File: src/rtl/cgra_pkg.sv
// Shared CGRA types and constants for the tile-to-tile vector link.
// Lane width and count are the parameter defaults used by the tx port and the regfile.
package cgra_pkg;

  localparam int VEC_WIDTH = 16;
  localparam int VEC_LANES = 4;

  typedef enum logic [1:0] {
    IDLE = 2'd0,
    SEND = 2'd1,
    WAIT = 2'd2,
    ERR  = 2'd3
  } tx_state_e;

endpackage

File: src/rtl/vec_fifo.sv
// Circular outbound vector FIFO with wrapping pointers and an occupancy count.
// The head entry is read combinationally so the sender can drive it in the same cycle.
module vec_fifo #(
  parameter int DATA_W = 64,
  parameter int DEPTH  = 2
) (
  input  logic                       clk,
  input  logic                       reset,
  input  logic                       push,
  input  logic [DATA_W-1:0]          wr_data,
  input  logic                       pop,
  output logic [DATA_W-1:0]          rd_data,
  output logic                       full,
  output logic                       empty,
  output logic [$clog2(DEPTH+1)-1:0] count
);

  localparam int PTR_W = $clog2(DEPTH);
  localparam int CW    = $clog2(DEPTH + 1);
  localparam logic [CW-1:0] DEPTH_C = CW'(DEPTH);

  logic [DATA_W-1:0] mem [DEPTH];
  logic [PTR_W-1:0]  wr_ptr_reg;
  logic [PTR_W-1:0]  rd_ptr_reg;
  logic [CW-1:0]     count_reg;
  logic              do_push;
  logic              do_pop;

  assign full    = (count_reg == DEPTH_C);
  assign empty   = (count_reg == '0);
  assign count   = count_reg;
  assign rd_data = mem[rd_ptr_reg];
  assign do_push = push && !full;
  assign do_pop  = pop && !empty;

  // Storage carries no reset; validity is tracked entirely by the count.
  always_ff @(posedge clk) begin
    if (do_push) begin
      mem[wr_ptr_reg] <= wr_data;
    end
  end

  always_ff @(posedge clk) begin
    if (reset) begin
      wr_ptr_reg <= '0;
      rd_ptr_reg <= '0;
      count_reg  <= '0;
    end else begin
      if (do_push) begin
        wr_ptr_reg <= wr_ptr_reg + PTR_W'(1);
      end
      if (do_pop) begin
        rd_ptr_reg <= rd_ptr_reg + PTR_W'(1);
      end
      case ({do_push, do_pop})
        2'b10:   count_reg <= count_reg + CW'(1);
        2'b01:   count_reg <= count_reg - CW'(1);
        default: count_reg <= count_reg;
      endcase
    end
  end

endmodule

File: src/rtl/vec_tx_port.sv
// Outbound vector write link: queues FU results, writes them into a neighbour
// regfile port, and retransmits until acked or the retry budget runs out.
module vec_tx_port
  import cgra_pkg::*;
#(
  parameter int WIDTH      = VEC_WIDTH,
  parameter int NUM_INPUTS = VEC_LANES,
  parameter int DEPTH      = 2,
  parameter int MAX_RETRY  = 3,
  parameter int CNT_W      = 16
) (
  input  logic                                  clk,
  input  logic                                  reset,
  input  logic                                  in_valid,
  output logic                                  in_ready,
  input  logic [NUM_INPUTS-1:0][WIDTH-1:0]      in_data,
  output logic                                  wen,
  output logic [NUM_INPUTS-1:0][WIDTH-1:0]      w_data,
  input  logic                                  wr_ack,
  input  logic                                  err_clr,
  output logic                                  busy,
  output logic                                  err,
  output logic [CNT_W-1:0]                      tx_count
);

  localparam int DATA_W = WIDTH * NUM_INPUTS;
  localparam int FCW    = $clog2(DEPTH + 1);
  localparam int RW     = (MAX_RETRY < 1) ? 1 : $clog2(MAX_RETRY + 1);
  localparam logic [RW-1:0] RETRY_MAX_C = RW'(MAX_RETRY);

  tx_state_e  state_reg, state_next;
  logic [RW-1:0]    retry_reg, retry_next;
  logic [CNT_W-1:0] tx_count_reg, tx_count_next;
  logic             err_reg, err_next;

  logic                              push;
  logic                              pop;
  logic                              fifo_full;
  logic                              fifo_empty;
  logic [FCW-1:0]                    fifo_count;
  logic [DATA_W-1:0]                 fifo_head;
  logic [NUM_INPUTS-1:0][WIDTH-1:0]  head;

  assign in_ready = !reset && !fifo_full;
  assign push     = in_valid && in_ready;
  assign head     = fifo_head;

  vec_fifo #(
    .DATA_W (DATA_W),
    .DEPTH  (DEPTH)
  ) u_fifo (
    .clk     (clk),
    .reset   (reset),
    .push    (push),
    .wr_data (in_data),
    .pop     (pop),
    .rd_data (fifo_head),
    .full    (fifo_full),
    .empty   (fifo_empty),
    .count   (fifo_count)
  );

  always_ff @(posedge clk) begin
    if (reset) begin
      state_reg    <= IDLE;
      retry_reg    <= '0;
      tx_count_reg <= '0;
      err_reg      <= 1'b0;
    end else begin
      state_reg    <= state_next;
      retry_reg    <= retry_next;
      tx_count_reg <= tx_count_next;
      err_reg      <= err_next;
    end
  end

  always_comb begin
    state_next    = state_reg;
    retry_next    = retry_reg;
    tx_count_next = tx_count_reg;
    err_next      = err_reg;
    pop           = 1'b0;
    case (state_reg)
      IDLE: begin
        if (!fifo_empty) begin
          state_next = SEND;
        end
      end
      SEND: begin
        state_next = WAIT;
      end
      WAIT: begin
        if (wr_ack) begin
          pop           = 1'b1;
          tx_count_next = tx_count_reg + CNT_W'(1);
          retry_next    = '0;
          // A push landing this cycle keeps the pipeline moving without an IDLE bubble.
          state_next    = ((fifo_count > FCW'(1)) || push) ? SEND : IDLE;
        end else if (retry_reg < RETRY_MAX_C) begin
          retry_next = retry_reg + RW'(1);
          state_next = SEND;
        end else begin
          err_next   = 1'b1;
          state_next = ERR;
        end
      end
      ERR: begin
        if (err_clr) begin
          pop        = 1'b1;
          retry_next = '0;
          err_next   = 1'b0;
          state_next = IDLE;
        end
      end
      default: state_next = IDLE;
    endcase
  end

  assign wen      = (state_reg == SEND);
  assign busy     = !fifo_empty || (state_reg != IDLE);
  assign err      = err_reg;
  assign tx_count = tx_count_reg;

  // Data lanes are forced to zero whenever no write is in progress.
  for (genvar gi = 0; gi < NUM_INPUTS; gi++) begin : g_lane
    assign w_data[gi] = wen ? head[gi] : '0;
  end

endmodule
File: config.mk
export PLATFORM = sky130hd
export DESIGN_NAME = vec_tx_port
export DESIGN_NICKNAME = d
export VERILOG_FILES = /design/src/rtl/cgra_pkg.sv /design/src/rtl/vec_fifo.sv /design/src/rtl/vec_tx_port.sv
export SDC_FILE = /design/constraint.sdc
export NUM_CORES = 1
export LEC_CHECK = 0
export CAP_MARGIN = 5
export CORE_ASPECT_RATIO = 0.7
export CORE_MARGIN = 2
export CORE_UTILIZATION = 37
export DETAILED_ROUTE_END_ITERATION = 12
export GPL_TIMING_DRIVEN = 0
export PLACE_DENSITY = 0.64
export REMOVE_ABC_BUFFERS = 1
export SLEW_MARGIN = 10
export SYNTH_ARGS = -nofsm -noshare
export SYNTH_HDL_FRONTEND = slang
export SYNTH_SLANG_ARGS = --single-unit
File: constraint.sdc
create_clock -name clk -period 11 [get_ports clk]
set_clock_uncertainty 0.15 [all_clocks]
set_input_delay 1.65 -clock clk [delete_from_list [all_inputs] [get_ports clk]]
set_output_delay 1.65 -clock clk [all_outputs]
set_load 0.01 [all_outputs]
==> impl_metrics.tcl <==
set metrics [dict create \
    netlist_area_um2 6080 \
    synth_edf_count 128 \
    grt_max_degree 66 \
    yosys_most_used_dff "edfxtp_1" \
    path_class "in -> out" \
    cp-start-kind "primary input" \
    cts_root_buf "clkbuf_16" \
    total_power_mw 1.36 \
    dpl_cell_area_um2 7900 \
    ys_warn_count 0 \
    worstPathCellList "clkdlybuf4s50_1 -> nor2_1 -> clkdlybuf4s50_1" \
    met1_usage_pct 19.3 \
    utilization_pct 52.2 \
    ir_drop_uv 91.1 \
    hold_class "reg -> reg" \
    die_w_um 157 \
    instances_no_fill 813 \
    final.min_clock_period_ps 5380 \
    crit_start "reset" \
    synthArstFlopShare_pct 0 \
    cp_data_required_time_ps 9200 \
    nFillCells 1366 \
    leakagePower_nw 2.72 \
    worst-r2r-cell-count 5 \
    largest_reg_flops 128 \
    slew_headroom_pct 28.3 \
    gp_congestion 0.822 \
    met2_usage_pct 23.3 \
    crit_path_end_kind "primary output" \
    htree_levels 4 \
    ant_nets 0 \
    grtUsageTotal_pct 15.1 \
    synth_seq_area_share_pct 71.8 \
    finalHoldViolCount 0 \
    overflow 0 \
    timing.rr.end "u_fifo.mem[0][30]" \
    viasPerCell 4.69 \
    layout-drive-gt1-share_pct 6.29 \
    dp_hpwl_mm 8.46 \
    cts-resized-gates 0 \
    crit_top_cell "clkdlybuf4s50_1" \
    cts_tree "built" \
    max_freq_mhz 186 \
    grt_util_met3_pct 5.20 \
    final_area_um2 8460 \
    synth_seq_cells 154 \
    rsz0062_at_grt "no" \
    drt_wl_total_mm 12.9 \
    placement_rows 39 \
    die_h_um 111 \
    area_delta_synth_final_pct 39.2 \
    grt_pass1_wl_mm 19.9 \
    num_io_pins 153 \
    layout.nets 650 \
    core-area_um2 16200 \
    io_buffers 152 \
    first_global_vias 3861 \
    antenna_found_initial 0 \
    syn_inst 422 \
    r2r_setup_slack_ps 8700 \
    setup-tns-final_ps 0 \
    cp-endpoint "in_ready" \
    numCtsBuffers 17 \
    crit_slowest_cell "clkdlybuf4s50_1" \
    arrival_ps 3580 \
    yosys.cell_types.count 37 \
    drv_slew 0 \
    cts_setup_buffers 0 \
    crit_fanout 30 \
    powerDensity_nw_per_um2 161 \
    crit_buf_inv 2 \
    slowest_delay_ps 960 \
    busiest_layer "met2" \
    crit_cells 3 \
    fin_crit_sh_pct 48.9 \
    routedWlPerCell_um 15.9 \
    vias 3814 \
    cts_hold_buf 0 \
    setup-violations-final 0 \
    max-cap-violations 0 \
    crit_family "buffers and inverters" \
    worst-slew-pin-transition_ps 1070 \
    clk_pin_slew_ps 60 \
    cts.sinks 154 \
    clk_latency_ps 420 \
    initial_utilization_pct 37.5 \
    rr_startpoint "u_fifo.count[0]" \
    diodes 0 \
    dp_cells 781 \
    avgSynthCellArea_um2 14.4 \
    clockBufferDepth 2 \
    drc_errors 0 \
    outcome "completed" \
    die-area_um2 17500 \
    dr.pass1.iters 4 \
    drt_iter0_drc 186 \
]
==> cell usage in the layout (no fill, tap or decap), types with 2 or more instances in the layout <==
cell type and n:
nor2_1 88, inv_1 6, clkdlybuf4s50_1 152, nand3_1 6, or3_1 2, clkinv_4 2, nor3_1 3, o31ai_1 4
ha_1 6, or4_1 4, edfxtp_1 128, clkbuf_16 17, nor4_1 2, o21ai_0 3, xor2_1 7, dfxtp_1 25
nor3b_1 3, nand2_1 9, nand4_1 3, clkinv_2 2, xnor2_1 6, mux2i_1 66, a21oi_1 10, bufinv_16 2
nor2b_1 2, clkbuf_1 6, buf_12 3
==> routing by layer <==
metal,vias up,wire [um]
met5,-,0
met4,0,205
met3,18,1080
met2,136,5720
met1,1827,5900
li1,1833,-
==> power breakdown <==
| group | internal [mW] | total, mW | switching (mW) |
|---|---|---|---|
| combinational | 0.0718 | 0.136 | 0.0638 |
| sequential | 0.659 | 0.669 | 0.00986 |
| clock | 0.339 | 0.555 | 0.217 |
| total | 1.07 | 1.36 | 0.290 |
==> cell families after synthesis <==
family | count (synthesis) | synth area share [%]
buf+inv | 28 | 1.94
flops | 154 | 71.8
simple gates | 134 | 10.1
xor+xnor | 13 | 1.87
mux | 68 | 11.2
fa+ha+maj | 6 | 1.24
compound gates | 19 | 1.79
==> final cells by class <==
| class | instances | area [um2] | area share [%] |
|---|---|---|---|
| repair buffers | 156 | 1610 | 19.0 |
| flip-flops and latches | 154 | 4370 | 51.6 |
| inverters | 6 | 22.5 | 0.266 |
| clock inverters | 8 | 98.8 | 1.17 |
| multi-input cells | 240 | 1620 | 19.1 |
| well taps | 225 | 282 | 3.33 |
| clock buffers | 24 | 462 | 5.46 |
==> worst min-delay path by stage <==
stage	slack (ps)	depth (start not counted)	start	endpoint
floorplan	300	2	retry_reg[1]	retry_reg[1]
global placement	320	2	retry_reg[1]	retry_reg[1]
detailed placement	330	2	err	err
CTS	350	2	retry_reg[0]	retry_reg[0]
global route	390	2	tx_count[10]	tx_count[10]
finish	350	2	err	err
==> stage by stage <==
step | setup WS (ps) | hold slack, ps
2_1_floorplan | 5550 | 301
3_3_place_gp | 2700 | 319
3_5_place_dp | 5610 | 333
4_1_cts | 5620 | 352
5_1_grt | 5510 | 389
6_report | 5620 | 348
==> synthesized netlist by cell type (6+ instances only) <==
cell type,n,area [um2]
a21oi_1,10,50.1
buf_1,11,41.3
clkbuf_1,6,22.5
dfxtp_1,26,521
edfxtp_1,128,3840
ha_1,6,75.1
inv_1,6,22.5
mux2i_1,66,661
nand2_1,9,33.8
nand3_1,6,30.0
nor2_1,89,334
xnor2_1,6,52.6
xor2_1,7,61.3
==> worst reg2reg max path, cell delays in order, from the launching register on <==
cell and delay [ps]:
dfxtp_1 380, inv_1 80, ha_1 220, or3b_2 540, nor2_4 350, buf_12 250
Power figures use the tool's default switching activity.
==> RTL change 1: new RTL, config.mk and constraints unchanged <==
The parameter `MAX_RETRY` goes from 3 to 5.
--- a/src/rtl/vec_tx_port.sv
+++ b/src/rtl/vec_tx_port.sv
@@ -7,5 +7,5 @@
   parameter int NUM_INPUTS = VEC_LANES,
   parameter int DEPTH      = 2,
-  parameter int MAX_RETRY  = 3,
+  parameter int MAX_RETRY  = 5,
   parameter int CNT_W      = 16
 ) (
Formal check against the unedited RTL: no difference found for any inputs over 10 cycles, from zero or initial values and one cycle with reset high; that may be too few to reach the edited logic, so the function may still have changed.
==> RTL change 1 against the unedited design <==
  * Wire length increased by 0.54%
  * Worst setup slack better by 62 ps
  * Synthesized cell count grew 1.4%
  * First-iteration DRC count is 24% higher
  * Area after synthesis is 0.68% higher
  * Cell area increased by 1.2%
  * Sequential cell count up 1
  * Total power up 2.9%
==> RTL change 1: results (changes against the unedited design) <==
- The portion of the post-synthesis area used by sequential elements was 71.7% (-0.16 points).
- The worst slack at placement was 5700 ps (+86.5 ps).
- Filler cell count: 1,391 (+1.8%)
* Post-synthesis mux area share: 11.0% (-0.24 points)
- Detailed route wirelength on metal2: 5740 microns (+0.33%)
- After synthesis, the cell types taking the most area are edfxtp_1, mux2i_1, dfxtp_1.
- Result of the run: complete, no violations
- The number of global-route vias before repair came to 3,904 (+1.1%).
* Static leakage: 2.76 nW (+1.2%)
- Commonest cells in the synthesized netlist: edfxtp_1, nor2_1, mux2i_1, dfxtp_1, nand2_1
- Xor-xnor portion of the synthesized cell area: 1.86% (-0.013 points)
- The routed via count divided by cell count came to 4.70 (+0.17%).
- The layout cell share with drive strength beyond 1 is 7.38% (+1.1 points).
* Worst-case headroom to the max-slew limit: 24.3% (-4.0 points)
- Maximum fanout along the worst path: 31 (+3.3%)
* Wire length of the first global-routing pass: 20,100 microns (+1.0%)
* Average wire length per cell after detail routing: 15.8 microns (-0.44%)
- Worst-case vdd ir drop: 0.0875 mV (-3.9%)
* Final worst path period share: 48.3% (-0.56 points)
- Data arrival time of the critical path: 3520 ps (-60 ps)
- Total Routing Usage GR: 15.0% (-0.12 points)
* Post-Synth Adder-Cell Area: 1.23% (-0.0083 points)
- The worst hold slack after final layout is 321 ps (-27.8 ps).
- The initial detailed-routing violation count came to 231 (+24%).
- Count of distinct cell types in the synthesized netlist: 40 (+8.1%)
- Synth Area in Compound Gates: 2.02% (+0.23 points)
==> RTL change 1: metal layers <==
layer | vias up | track usage, %
met5 | - | 0
met4 | 0 | 4.42
met3 | 13 | 5.33
met2 | 111 | 22.6
met1 | 1865 | 20.4
li1 | 1869 | -
==> RTL change 1: per-stage QoR <==
| stage | cell area, sq um | power [W] | instances |
|---|---|---|---|
| floorplan | 6030 | 0.000744 | 408 |
| finish | 8560 | 0.00140 | 821 |
| detailed placement | 7980 | 0.000836 | 790 |
| CTS | 8560 | 0.00142 | 821 |
| global route | 8560 | 0.00146 | 821 |
| global placement | 7830 | 0.000832 | 785 |
==> RTL change 1: cell type report <==
cell class | instances | share of cell area, %
Multi-Input combinational cell | 247 | 19.2
Clock inverter | 12 | 1.71
Inverter | 6 | 0.263
Sequential cell | 155 | 51.2
Clock buffer | 19 | 5.06
Timing Repair Buffer | 157 | 19.2
Tap cell | 225 | 3.29
==> RTL change 1: final timing paths <==
kind | start | endpoint | depth (start not counted)
max | reset | in_ready | 3
min | err | err | 2
max reg2reg | u_fifo.count[0] | u_fifo.mem[1][33] | 7
min reg2reg | err | err | 2
==> RTL change 1: where the power goes <==
group,switching (W),internal [W],total [W]
combinational,0.0000706,0.0000772,0.000148
sequential,0.0000102,0.000663,0.000673
clock,0.000224,0.000354,0.000578
total,0.000305,0.00109,0.00140
==> RTL change 1: logic make-up after synthesis <==
group	count (synthesis)
mux	67
fa+ha+maj	6
xor+xnor	13
buf+inv	26
compound gates	21
simple gates	140
flops	155
==> RTL change 1: critical path, stage by stage <==
cell and delay (ps):
clkdlybuf4s50_1 1220, nor2_1 110, clkdlybuf4s50_1 530
==> RTL change 2: new RTL, same settings <==
Made on the original files. Re-encode `tx_state_e` (4 states) as one-hot, 4 bits wide.
--- a/src/rtl/cgra_pkg.sv
+++ b/src/rtl/cgra_pkg.sv
@@ -6,9 +6,9 @@
   localparam int VEC_LANES = 4;
 
-  typedef enum logic [1:0] {
-    IDLE = 2'd0,
-    SEND = 2'd1,
-    WAIT = 2'd2,
-    ERR  = 2'd3
+  typedef enum logic [3:0] {
+    IDLE = 4'b0001,
+    SEND = 4'b0010,
+    WAIT = 4'b0100,
+    ERR  = 4'b1000
   } tx_state_e;
 
Function: same outputs for any inputs over 10 cycles, from zero or initial values and one cycle with reset high; not proved beyond that.
==> RTL change 2 against the unedited design <==
  * Combinational power grew 11%
  * Wire length grew 3.4%
  * Sequential cell count increased by 2
  * Area after synthesis grew 1.7%
  * Worst setup slack lost 170 ps
  * Cell area rose by 0.87%
  * First-iteration DRC count is 41% higher
  * Die area is 1.7% higher
  * Total power fell by 0.37%
  * Maximum frequency fell by 3.0%
  * Register-to-register slack worse by 320 ps
  * Via count increased by 1.9%
  * Count of clock-buffer cells in the layout down 5
  * Sequential share of layout area barely moved
==> RTL change 2: results (changes against the unedited design) <==
* Gp weighted congestion: 0.782 (-4.9%)
- Avg Inst Size Synth: 14.2 sq um (-1.1%)
* Worst-case vdd ir drop: 0.0867 mV (-4.8%)
* Sequential area share after synthesis: 71.3% (-0.56 points)
* Sum of net half-perimeters after detailed placement: 8780 microns (+3.8%)
- The worst slack at placement came to 5430 ps (-188 ps).
- The routed via count divided by cell count was 4.72 (+0.58%).
* Cell family contributing the most delay on the critical path: buffers and inverters
- The longest individual stage delay on the worst path is 980 ps (+20 ps).
* Fraction of final layout cells with drive strength greater than 1: 6.51% (+0.22 points)
- Data arrival time of the critical path: 3750 ps (+170 ps)
- The leakage dissipation came to 2.67 nW (-2.1%).
- Vias in the first global route: 4,036 (+4.5%)
* Result of the run: complete, no violations
* Wire length of the first global-routing pass: 20,800 microns (+4.2%)
- Number of nets in the layout: 662 (+1.8%)
- The initial detailed-routing violation count came to 263 (+41%).
* Total Routing Usage GR: 15.5% (+0.41 points)
- Routed vias: 3,888 (+1.9%)
* Cell count after placement: 793 (+1.5%)
- The synthesized-area fraction occupied by ao, oa, aoi and oai cells was 2.89% (+1.1 points).
- By count the netlist is led by edfxtp_1, nor2_1, mux2i_1, dfxtp_1.
- Maximum fanout along the worst path: 29 (-3.3%)
- Xor-xnor portion of the synthesized cell area: 1.70% (-0.17 points)
* Count of distinct cell types in the synthesized netlist: 41 (+11%)
==> RTL change 2: final timing paths <==
check / startpoint / end / slack [ps] / cells past startpoint
max reg2reg: state_reg[2] / tx_count[13] / 8380 / 4
max: reset / in_ready / 5450 / 3
min: retry_reg[1] / retry_reg[1] / 330 / 2
min reg2reg: retry_reg[1] / retry_reg[1] / 330 / 2
==> RTL change 2: tightest hold or removal path: stages, from the launching register on <==
cell and delay [ps]:
dfxtp_1 310, nand2_1 60, a21oi_1 60
==> RTL change 2: layout make-up <==
class | instances | share of cell area (%)
inverter | 7 | 0.308
multi-input combinational | 249 | 19.6
clock inverter | 12 | 1.07
tap | 225 | 3.30
sequential | 156 | 51.7
clock buffer | 19 | 5.07
timing repair buffer | 156 | 18.9
==> RTL change 2: where the power goes <==
part / internal, W / switching [W] / leakage [nW]
Clock: 0.000289 / 0.000232 / 0.244
Combinational: 0.0000803 / 0.0000710 / 1.02
Sequential: 0.000666 / 0.0000166 / 1.40
==> RTL change 2: layer usage <==
layer | wire (microns) | global-route usage [%]
met1 | 6310 | 20.4
met4 | 118 | 4.74
met2 | 6080 | 24.5
met3 | 828 | 5.29
met5 | 0 | 0
==> RTL change 2: logic make-up after synthesis <==
group | after synthesis
xor gates and xnor gates | 12
DFF | 156
buffers and inverters | 29
muxes | 67
AOI/OAI and AO/OA | 29
adders and majority gates | 6
and+or+nand+nor | 135
==> RTL change 2: stage by stage <==
stage / power (W) / area, sq um
final: 0.00135 / 8530
after global routing: 0.00141 / 8530
after CTS: 0.00137 / 8530
after detailed placement: 0.000849 / 8010
after global placement: 0.000842 / 7890
after floorplan: 0.000760 / 6090
